<file path="config.mk">
export PLATFORM = sky130hd
export DESIGN_NAME = audio_uart_tx_arb
export DESIGN_NICKNAME = d
export VERILOG_FILES = /design/src/rtl/audio_uart_tx_arb.sv
export SDC_FILE = /design/constraint.sdc
export NUM_CORES = 1
export LEC_CHECK = 0
export CAP_MARGIN = 20
export CORE_AREA = 2 2 76 78
export CTS_BUF_LIST = sky130_fd_sc_hd__clkbuf_16
export CTS_CLUSTER_DIAMETER = 100
export CTS_CLUSTER_SIZE = 25
export DETAILED_ROUTE_END_ITERATION = 8
export DIE_AREA = 0 0 78 80
export PLACE_DENSITY = 0.81
export SETUP_SLACK_MARGIN = 0.05
export SLEW_MARGIN = 40
export SYNTH_ARGS = -nofsm -noshare
export SYNTH_HDL_FRONTEND = slang
export SYNTH_SLANG_ARGS = --single-unit
export TNS_END_PERCENT = 20
</file>
<file path="constraint.sdc">
create_clock -name clk_i -period 2.3 [get_ports clk_i]
set_input_delay 0.345 -clock clk_i [delete_from_list [all_inputs] [get_ports clk_i]]
set_output_delay 0.345 -clock clk_i [all_outputs]
set_load 0.02 [all_outputs]
</file>
<file path="src/rtl/audio_uart_tx_arb.sv">
`default_nettype none
// =============================================================================
//  Module      : audio_uart_tx_arb
//  Description : Round-robin, message-granular arbiter sharing one UART TX line
//                between NUM_REQ fabric requesters, with a built-in baud shifter.
//                Define AUDIO_TX_PARITY_EN for 8E1 framing (default 8N1).
//  Revision    : 1.0 - initial release
// =============================================================================
module audio_uart_tx_arb #(
    parameter int NUM_REQ = 4,
    parameter int CLK_DIV = 434,
    parameter int TIMEOUT = 1024
) (
    input  logic                 clk_i,
    input  logic                 reset_i,
    input  logic [NUM_REQ-1:0]   req_valid_i,
    input  logic [8*NUM_REQ-1:0] req_data_i,
    input  logic [NUM_REQ-1:0]   req_last_i,
    output logic [NUM_REQ-1:0]   req_ready_o,
    output logic [NUM_REQ-1:0]   grant_o,
    output logic                 txd_o,
    output logic                 busy_o,
    output logic                 timeout_err_o
);

`ifdef AUDIO_TX_PARITY_EN
    localparam int c_SHIFT_W = 10;
`else
    localparam int c_SHIFT_W = 9;
`endif
    localparam int c_PTR_W  = $clog2(NUM_REQ);
    localparam int c_BAUD_W = (CLK_DIV > 1) ? $clog2(CLK_DIV) : 1;
    localparam int c_BIT_W  = 4;
    localparam int c_TO_W   = (TIMEOUT > 1) ? $clog2(TIMEOUT) : 1;

    localparam logic [c_BAUD_W-1:0] c_BAUD_LAST = c_BAUD_W'(CLK_DIV - 1);
    localparam logic [c_BIT_W-1:0]  c_BIT_LAST  = c_BIT_W'(c_SHIFT_W);
    localparam logic [c_TO_W-1:0]   c_TO_LAST   = c_TO_W'((TIMEOUT > 0) ? TIMEOUT - 1 : 0);
    localparam logic [c_PTR_W-1:0]  c_PTR_MAX   = c_PTR_W'(NUM_REQ - 1);

    typedef enum logic [1:0] {
        S_IDLE  = 2'd0,
        S_LOCK  = 2'd1,
        S_SHIFT = 2'd2
    } state_e;

    state_e                 state_q;
    logic [c_PTR_W-1:0]     ptr_q;
    logic [c_PTR_W-1:0]     g_idx_q;
    logic [NUM_REQ-1:0]     grant_q;
    logic [NUM_REQ-1:0]     ready_q;
    logic                   txd_q;
    logic                   err_q;
    logic                   last_q;
    logic [c_BAUD_W-1:0]    baud_q;
    logic [c_BIT_W-1:0]     bit_q;
    logic [c_TO_W-1:0]      idle_q;
    logic [c_SHIFT_W-1:0]   shift_q;

    logic [c_PTR_W-1:0]     w_scan;
    logic [c_PTR_W-1:0]     w_sel_idx;
    logic                   w_sel_found;
    logic [NUM_REQ-1:0]     w_sel_oh;
    logic [c_PTR_W-1:0]     w_ptr_next;
    logic [7:0]             w_g_data;
    logic                   w_g_last;
    logic                   w_accept;
    logic [c_SHIFT_W-1:0]   w_load;

    // First valid requester at or after the rotating pointer, wrapping around.
    always_comb begin
        w_scan      = '0;
        w_sel_idx   = '0;
        w_sel_found = 1'b0;
        for (int i = 0; i < NUM_REQ; i++) begin
            w_scan = c_PTR_W'((int'(ptr_q) + i) % NUM_REQ);
            if (!w_sel_found && req_valid_i[w_scan]) begin
                w_sel_found = 1'b1;
                w_sel_idx   = w_scan;
            end
        end
    end

    assign w_sel_oh   = {{(NUM_REQ-1){1'b0}}, 1'b1} << w_sel_idx;
    assign w_ptr_next = (g_idx_q == c_PTR_MAX) ? '0 : g_idx_q + 1'b1;
    assign w_g_data   = req_data_i[{g_idx_q, 3'b000} +: 8];
    assign w_g_last   = req_last_i[g_idx_q];
    assign w_accept   = |(req_valid_i & ready_q);

`ifdef AUDIO_TX_PARITY_EN
    assign w_load = {1'b1, ^w_g_data, w_g_data};
`else
    assign w_load = {1'b1, w_g_data};
`endif

    always_ff @(posedge clk_i) begin
        if (reset_i) begin
            state_q <= S_IDLE;
            ptr_q   <= '0;
            g_idx_q <= '0;
            grant_q <= '0;
            ready_q <= '0;
            txd_q   <= 1'b1;
            err_q   <= 1'b0;
            last_q  <= 1'b0;
            baud_q  <= '0;
            bit_q   <= '0;
            idle_q  <= '0;
            shift_q <= '1;
        end else begin
            err_q <= 1'b0;
            case (state_q)
                S_IDLE: begin
                    if (w_sel_found) begin
                        g_idx_q <= w_sel_idx;
                        grant_q <= w_sel_oh;
                        ready_q <= w_sel_oh;
                        state_q <= S_LOCK;
                    end
                end
                S_LOCK: begin
                    if (w_accept) begin
                        ready_q <= '0;
                        last_q  <= w_g_last;
                        shift_q <= w_load;
                        txd_q   <= 1'b0;
                        baud_q  <= '0;
                        bit_q   <= '0;
                        idle_q  <= '0;
                        state_q <= S_SHIFT;
                    end else if (TIMEOUT != 0) begin
                        if (idle_q == c_TO_LAST) begin
                            grant_q <= '0;
                            ready_q <= '0;
                            ptr_q   <= w_ptr_next;
                            err_q   <= 1'b1;
                            idle_q  <= '0;
                            state_q <= S_IDLE;
                        end else begin
                            idle_q <= idle_q + 1'b1;
                        end
                    end
                end
                S_SHIFT: begin
                    if (baud_q == c_BAUD_LAST) begin
                        baud_q <= '0;
                        if (bit_q == c_BIT_LAST) begin
                            // Stop bit finished; txd_q is already high.
                            if (last_q) begin
                                grant_q <= '0;
                                ptr_q   <= w_ptr_next;
                                state_q <= S_IDLE;
                            end else begin
                                ready_q <= grant_q;
                                state_q <= S_LOCK;
                            end
                        end else begin
                            bit_q   <= bit_q + 1'b1;
                            txd_q   <= shift_q[0];
                            shift_q <= {1'b1, shift_q[c_SHIFT_W-1:1]};
                        end
                    end else begin
                        baud_q <= baud_q + 1'b1;
                    end
                end
                default: state_q <= S_IDLE;
            endcase
        end
    end

    assign req_ready_o   = ready_q;
    assign grant_o       = grant_q;
    assign txd_o         = txd_q;
    assign busy_o        = (state_q != S_IDLE);
    assign timeout_err_o = err_q;

endmodule
`default_nettype wire

</file>
==> results of run 1 <==
where the power goes:
group / switching (mW) / internal [mW] / leakage (nW)
registers: 0.139 / 0.985 / 0.391
logic: 0.742 / 0.604 / 0.886
clock network: 0.320 / 0.516 / 0.0804
registers in the layout, summed over array words and instances, names as in the netlist:
register,count
timeout_err_o,1
ptr_q,2
txd_o,1
state_q,2
shift_q,8
idle_q,10
bit_q,4
req_ready_o,4
baud_q,9
g_idx_q,2
last_q,1
grant_o,4
cell families (layout without fill, tap and decap cells):
logic type | count (synthesis) | in the layout | share of synthesized area
buffers and inverters | 25 | 86 | 0.0363
and+or+nand+nor | 126 | 126 | 0.251
DFF | 48 | 48 | 0.353
adders and majority gates | 10 | 10 | 0.0459
muxes | 16 | 16 | 0.100
AOI/OAI and AO/OA | 75 | 75 | 0.188
xor gates and xnor gates | 8 | 8 | 0.0257
through the flow:
stage / utilization / power, mW / cells / worst slack (ns)
final: 0.661 / 3.31 / 441 / 0.176
after floorplan: - / 1.97 / 308 / 0.337
after global routing: 0.661 / 3.50 / 441 / 0.0393
after CTS: 0.659 / 3.31 / 441 / 0.109
after detailed placement: 0.628 / 2.47 / 433 / 0.00266
after global placement: 0.628 / 2.44 / 433 / 0.147
worst max-delay path, delay by kind of cell, from the launching register on:
kind	cells	cell delay, ns
AO/OA/AOI/OAI	4	0.97
adder cells (fa/ha/maj)	1	0.17
buffers and inverters	1	0.21
flip-flops	1	0.41
AND/OR/NAND/NOR	1	0.24
metal layers:
layer / up-vias / wire length, um / global-route usage
li1: 1274 / - / -
met1: 1236 / 2760 / 0.256
met2: 94 / 3450 / 0.417
met3: 15 / 390 / 0.0498
met4: 0 / 150 / 0.0982
met5: - / 0 / 0
layout make-up:
cell class / count / area [um^2] / share of cell area
multi-input cells: 235 / 1670 / 0.468
well taps: 72 / 90.1 / 0.0252
repair buffers: 68 / 641 / 0.179
inverters: 10 / 37.5 / 0.0105
flip-flops and latches: 48 / 962 / 0.269
clock inverters: 3 / 46.3 / 0.0130
clock buffers: 5 / 125 / 0.0350
cell usage after synthesis, types with 4 or more instances:
| cell type | instances |
|---|---|
| mux4_2 | 9 |
| and3_1 | 10 |
| nor2_1 | 31 |
| mux2i_1 | 7 |
| nor3_1 | 4 |
| xor2_1 | 6 |
| clkbuf_1 | 10 |
| nand2b_1 | 4 |
| ha_1 | 10 |
| a21oi_1 | 25 |
| nand4_1 | 4 |
| o21ai_0 | 7 |
| a2111oi_0 | 7 |
| a31oi_1 | 7 |
| or4_1 | 5 |
| nand2_1 | 23 |
| buf_2 | 4 |
| nor2b_1 | 4 |
| inv_1 | 10 |
| and2_1 | 8 |
| nand3_1 | 13 |
| dfxtp_1 | 48 |
| nor4_1 | 5 |
path summary, 6_finish.rpt:
check / to / slack (ns) / start / cells after the start
hold reg to reg: shift_q[0]$_SDFFE_PP1P_ / 0.48 / shift_q[0]$_SDFFE_PP1P_ / 2
setup / recovery: shift_q[3]$_SDFFE_PP1P_ / 0.18 / baud_q[0]$_SDFFE_PP0P_ / 7
setup reg to reg: shift_q[3]$_SDFFE_PP1P_ / 0.18 / baud_q[0]$_SDFFE_PP0P_ / 7
hold / removal: shift_q[0]$_SDFFE_PP1P_ / 0.48 / shift_q[0]$_SDFFE_PP1P_ / 2
==> flow_summary.yaml, run 1 <==
yosys:
  synth.area.top_cells: "dfxtp_1 (35%), mux4_2 (7.4%), a21oi_1 (4.6%)"
  synth_top_area_frac: 0.353
  synth_nets: 360
  yosys_warnings: 0
  synth_edf_count: 0
  synth_cell_types: 52
  async_flop_share: 0
  ys_seq_elements: 48
  synthFlopType: "dfxtp_1"
  postSynthCellCount: 308
  synth.avg_cell_area_um2: 8.84
  ys_seq_area_frac: 0.353
  yosys.area.top_type: "dfxtp_1"
  syn_area_um2: 2720
drt:
  drt_iter0_drc: 117
  postRouteAntennaNets: 0
  drc_errors: 0
  post_drt_wl_per_cell_um: 15.3
  firstDrtPassIters: 4
  routed_via_density: 5.94
  wl_mm: 6.75
  vias: 2619
clocking:
  cts_made_buffers: 5
  clk_latency_ns: 0.29
  clock_sinks: 48
  root_buffer: "clkbuf_16"
  postCtsSetupBuffers: 0
  htree_num_levels: 2
  holdBufCountCts: 0
  clock_path_buffers: 2
  cts-resized-gates: 0
  clkTransAtPathRegs_ns: 0.07
  cts_tree: "done"
worst_hold_path:
  hp-class: "reg -> reg"
finish:
  design_area_um2: 3570
  layout-area-overhead-vs-synth_pct: 31.2
  final_cell_mix: "clkdlybuf4s50_1 (52), dfxtp_1 (47), nor2_1 (31), a21oi_1 (25), nand2_1 (23)"
  drive_above_1_share: 0.117
  antenna_cells: 0
  fillers: 473
  layout_commonest_cell: "clkdlybuf4s50_1"
  fin_nets: 420
power:
  powerDensity_nw_per_um2: 925
  vdd.ir_drop.worst_mv: 0.458
  p_leak_nw: 1.36
grt:
  antenna_found_initial: 0
  grt_pass1_wl_mm: 11.3
  grt_max_degree: 19
  track_usage: 0.229
  grt_pass1_vias: 2531
  overflow: 0
floorplanning:
  coreArea_um2: 5410
  chipWidth_um: 78
  dieArea_um2: 6240
  rows: 27
  ioPinCount: 53
  initial_core_util: 0.504
  die_h_um: 80
critical_path:
  worstSetupPathType: "reg -> reg"
  endpoint_kind: "flop"
  cpMaxStageDelayCell: "a2111oi_0"
  crit_arrival_ns: 2.28
  critPathLaunchType: "flop"
  crit_chain: "ha_1 > nand4b_1 > o21ai_4 > o211ai_1 > buf_4 > a2111oi_0 > a21oi_1"
  worst-path-max-fanout: 18
  required_ns: 2.45
  slowest_delay_ns: 0.46
timing:
  tightest_slew_ns: 0.559
  maxSlewViolCount: 0
  finClkSkew_ns: 0.00632
  holdWs_ns: 0.478
  grt_setup_unrepaired: "true"
  period_minus_slack_ns: 2.12
  setup_viol: 0
  hold_viol_final: 0
  timing.fmax_mhz: 471
  fin_crit_sh: 0.924
  slew_headroom: 0.626
  finalSetupTns_ns: 0
place:
  place_congestion: 0.835
  placed_area_um2: 3390
  portBuffers: 52
  dpl.hpwl_mm: 5.05
outcome:
  status: "finished, final reports clean"
run:
  cap_violations: 0
Note: power is estimated with default switching activity, not from simulation.
==> run 2: changes to the inputs <==
--- a/config.mk
+++ b/config.mk
@@ -5,7 +5,6 @@
 export SDC_FILE = /design/constraint.sdc
 export NUM_CORES = 1
 export LEC_CHECK = 0
-export CAP_MARGIN = 20
 export CORE_AREA = 2 2 76 78
 export CTS_BUF_LIST = sky130_fd_sc_hd__clkbuf_16
 export CTS_CLUSTER_DIAMETER = 100
==> results of run 2 <==
The final DEF is identical to that of run 1; final timing and power are the same.
==> run 3: changes to the inputs <==
--- a/config.mk
+++ b/config.mk
@@ -5,13 +5,14 @@
 export SDC_FILE = /design/constraint.sdc
 export NUM_CORES = 1
 export LEC_CHECK = 0
-export CORE_AREA = 2 2 76 78
+export CORE_AREA = 2 2 96 107
 export CTS_BUF_LIST = sky130_fd_sc_hd__clkbuf_16
 export CTS_CLUSTER_DIAMETER = 100
 export CTS_CLUSTER_SIZE = 25
 export DETAILED_ROUTE_END_ITERATION = 8
-export DIE_AREA = 0 0 78 80
-export PLACE_DENSITY = 0.81
+export DIE_AREA = 0 0 98 109
+export MAX_ROUTING_LAYER = met4
+export PLACE_DENSITY = 0.52
 export SETUP_SLACK_MARGIN = 0.05
 export SLEW_MARGIN = 40
 export SYNTH_ARGS = -nofsm -noshare
==> run 3 against run 2 <==
Hold slack hardly changed. First-iteration DRC count stayed put. Critical path depth is 3 lower. Count of clock-buffer cells in the layout stayed put. Sequential cell count stayed put. Clock skew hardly changed. Non-clock buffer count is 4 higher. Maximum frequency is 2.6% higher. Routed wire length is 5.2% higher. Design area is 3.5% higher. Die area is 71% higher. Combinational power is 3% higher.
==> flow_summary.yaml, run 3 (synthesis results as in run 1) <==
finish:
  largest_register_ffs: 10
  fin_nets: 424
  final_util: 0.383
  final_cell_mix: "clkdlybuf4s50_1 (52), dfxtp_1 (48), nor2_1 (31), a21oi_1 (25), nand2_1 (23)"
  top_register: "idle_q"
  fillers: 975
  layout_commonest_cell: "clkdlybuf4s50_1"
  reg_top3: "idle_q: 10 flops, baud_q: 9 flops, shift_q: 8 flops"
  design_area_um2: 3700
  layout-area-overhead-vs-synth_pct: 35.9
  antenna_cells: 0
  drive_above_1_share: 0.123
drt:
  postRouteAntennaNets: 0
  firstDrtPassIters: 4
  drt_iter0_drc: 117
  drc_errors: 0
  vias: 2580
  wl_mm: 7.10
  post_drt_wl_per_cell_um: 14.4
  routed_via_density: 5.23
critical_path:
  critPathLaunchType: "flop"
  endpoint_kind: "output pin"
  worstSetupPathType: "reg -> out"
  worst-path-max-fanout: 5
  crit_arrival_ns: 1.73
  required_ns: 1.96
clocking:
  clk_latency_ns: 0.29
  clock_sinks: 48
  clkTransAtPathRegs_ns: 0.07
  holdBufCountCts: 0
  htree_num_levels: 2
  cts_made_buffers: 5
  clock_path_buffers: 2
  cts_tree: "done"
  root_buffer: "clkbuf_16"
floorplanning:
  chipWidth_um: 98
  dieArea_um2: 10700
  coreArea_um2: 9650
  ioPinCount: 53
  die_h_um: 109
  initial_core_util: 0.282
  rows: 38
power:
  p_switching_mw: 1.23
  vdd.ir_drop.worst_mv: 0.419
  p_leak_nw: 1.40
  powerDensity_nw_per_um2: 968
  power.share.clock: 0.297
  seqPwrFrac: 0.314
  internal-power_mw: 2.35
  p_sw_frac: 0.345
  combPwrFrac: 0.389
  power_mw: 3.58
place:
  placed_area_um2: 3480
  place_congestion: 0.779
  dpl.hpwl_mm: 5.43
  dp_worst_setup_slack_ns: 0.0728
  portBuffers: 52
timing:
  fin_crit_sh: 0.900
  holdWs_ns: 0.479
  maxSlewViolCount: 0
  hold_viol_final: 0
  timing.fmax_mhz: 483
  finClkSkew_ns: 0.00674
  slew_headroom: 0.526
  period_minus_slack_ns: 2.07
  tightest_slew_ns: 0.709
  setup_viol: 0
  grt_setup_unrepaired: "true"
  final.setup.worst_slack_ns: 0.230
run:
  cap_violations: 0
grt:
  grt_max_degree: 21
  grt_pass1_vias: 2495
  track_usage: 0.142
  grt_pass1_wl_mm: 11.9
  overflow: 0
  antenna_found_initial: 0
worst_hold_path:
  hp-class: "reg -> reg"
outcome:
  status: "finished, final reports clean"
run 3: cell type report:
type | instances | area, um^2 | share of cell area
clock inverter | 3 | 90.1 | 0.0243
tap | 120 | 150 | 0.0406
clock buffer | 5 | 125 | 0.0338
sequential | 48 | 961 | 0.260
multi-input combinational | 235 | 1670 | 0.450
inverter | 10 | 37.5 | 0.0101
timing repair buffer | 72 | 671 | 0.181
run 3: final timing paths:
kind / from / cells after the start / slack (ns) / end
max reg2reg: baud_q[0]$_SDFFE_PP0P_ / 6 / 0.23 / grant_o[3]$_SDFFE_PP0P_
min reg2reg: shift_q[0]$_SDFFE_PP1P_ / 2 / 0.48 / shift_q[0]$_SDFFE_PP1P_
max: state_q[0]$_SDFFE_PP0P_ / 4 / 0.23 / busy_o
min: shift_q[0]$_SDFFE_PP1P_ / 2 / 0.48 / shift_q[0]$_SDFFE_PP1P_
run 3: power by group through the flow:
stage / Combinational (mW) / Clock, mW / Sequential (mW)
after global routing: 1.55 / 1.11 / 1.15
after detailed placement: 1.40 / 0 / 1.14
after CTS: 1.40 / 1.08 / 1.12
after global placement: 1.38 / 0 / 1.14
after floorplan: 0.819 / 0 / 1.15
final: 1.39 / 1.06 / 1.12
run 3: metrics by stage:
step | instances | setup TNS (ns)
floorplan | 308 | 0
global placement | 485 | 0
detailed placement | 485 | 0
CTS | 493 | 0
global route | 493 | -0.0206
finish | 493 | 0
run 3: critical path: stages, from the launching register on:
cell and delay, ns:
dfxtp_1 0.38, inv_1 0.08, ha_1 0.26, inv_1 0.09, clkdlybuf4s50_1 0.61
run 3: repair_timing:
item	4_1_cts	5_1_grt
endpoints found under the setup margin	0	4
buffers inserted	0	0
resized for setup	0	2
run 3: layer usage:
| layer | vias up | part of all wire | GRT usage |
|---|---|---|---|
| li1 | 1282 | - | - |
| met1 | 1231 | 0.45 | 0.171 |
| met2 | 59 | 0.49 | 0.242 |
| met3 | 8 | 0.044 | 0.0256 |
| met4 | 0 | 0.013 | 0.0496 |
| met5 | - | 0 | - |
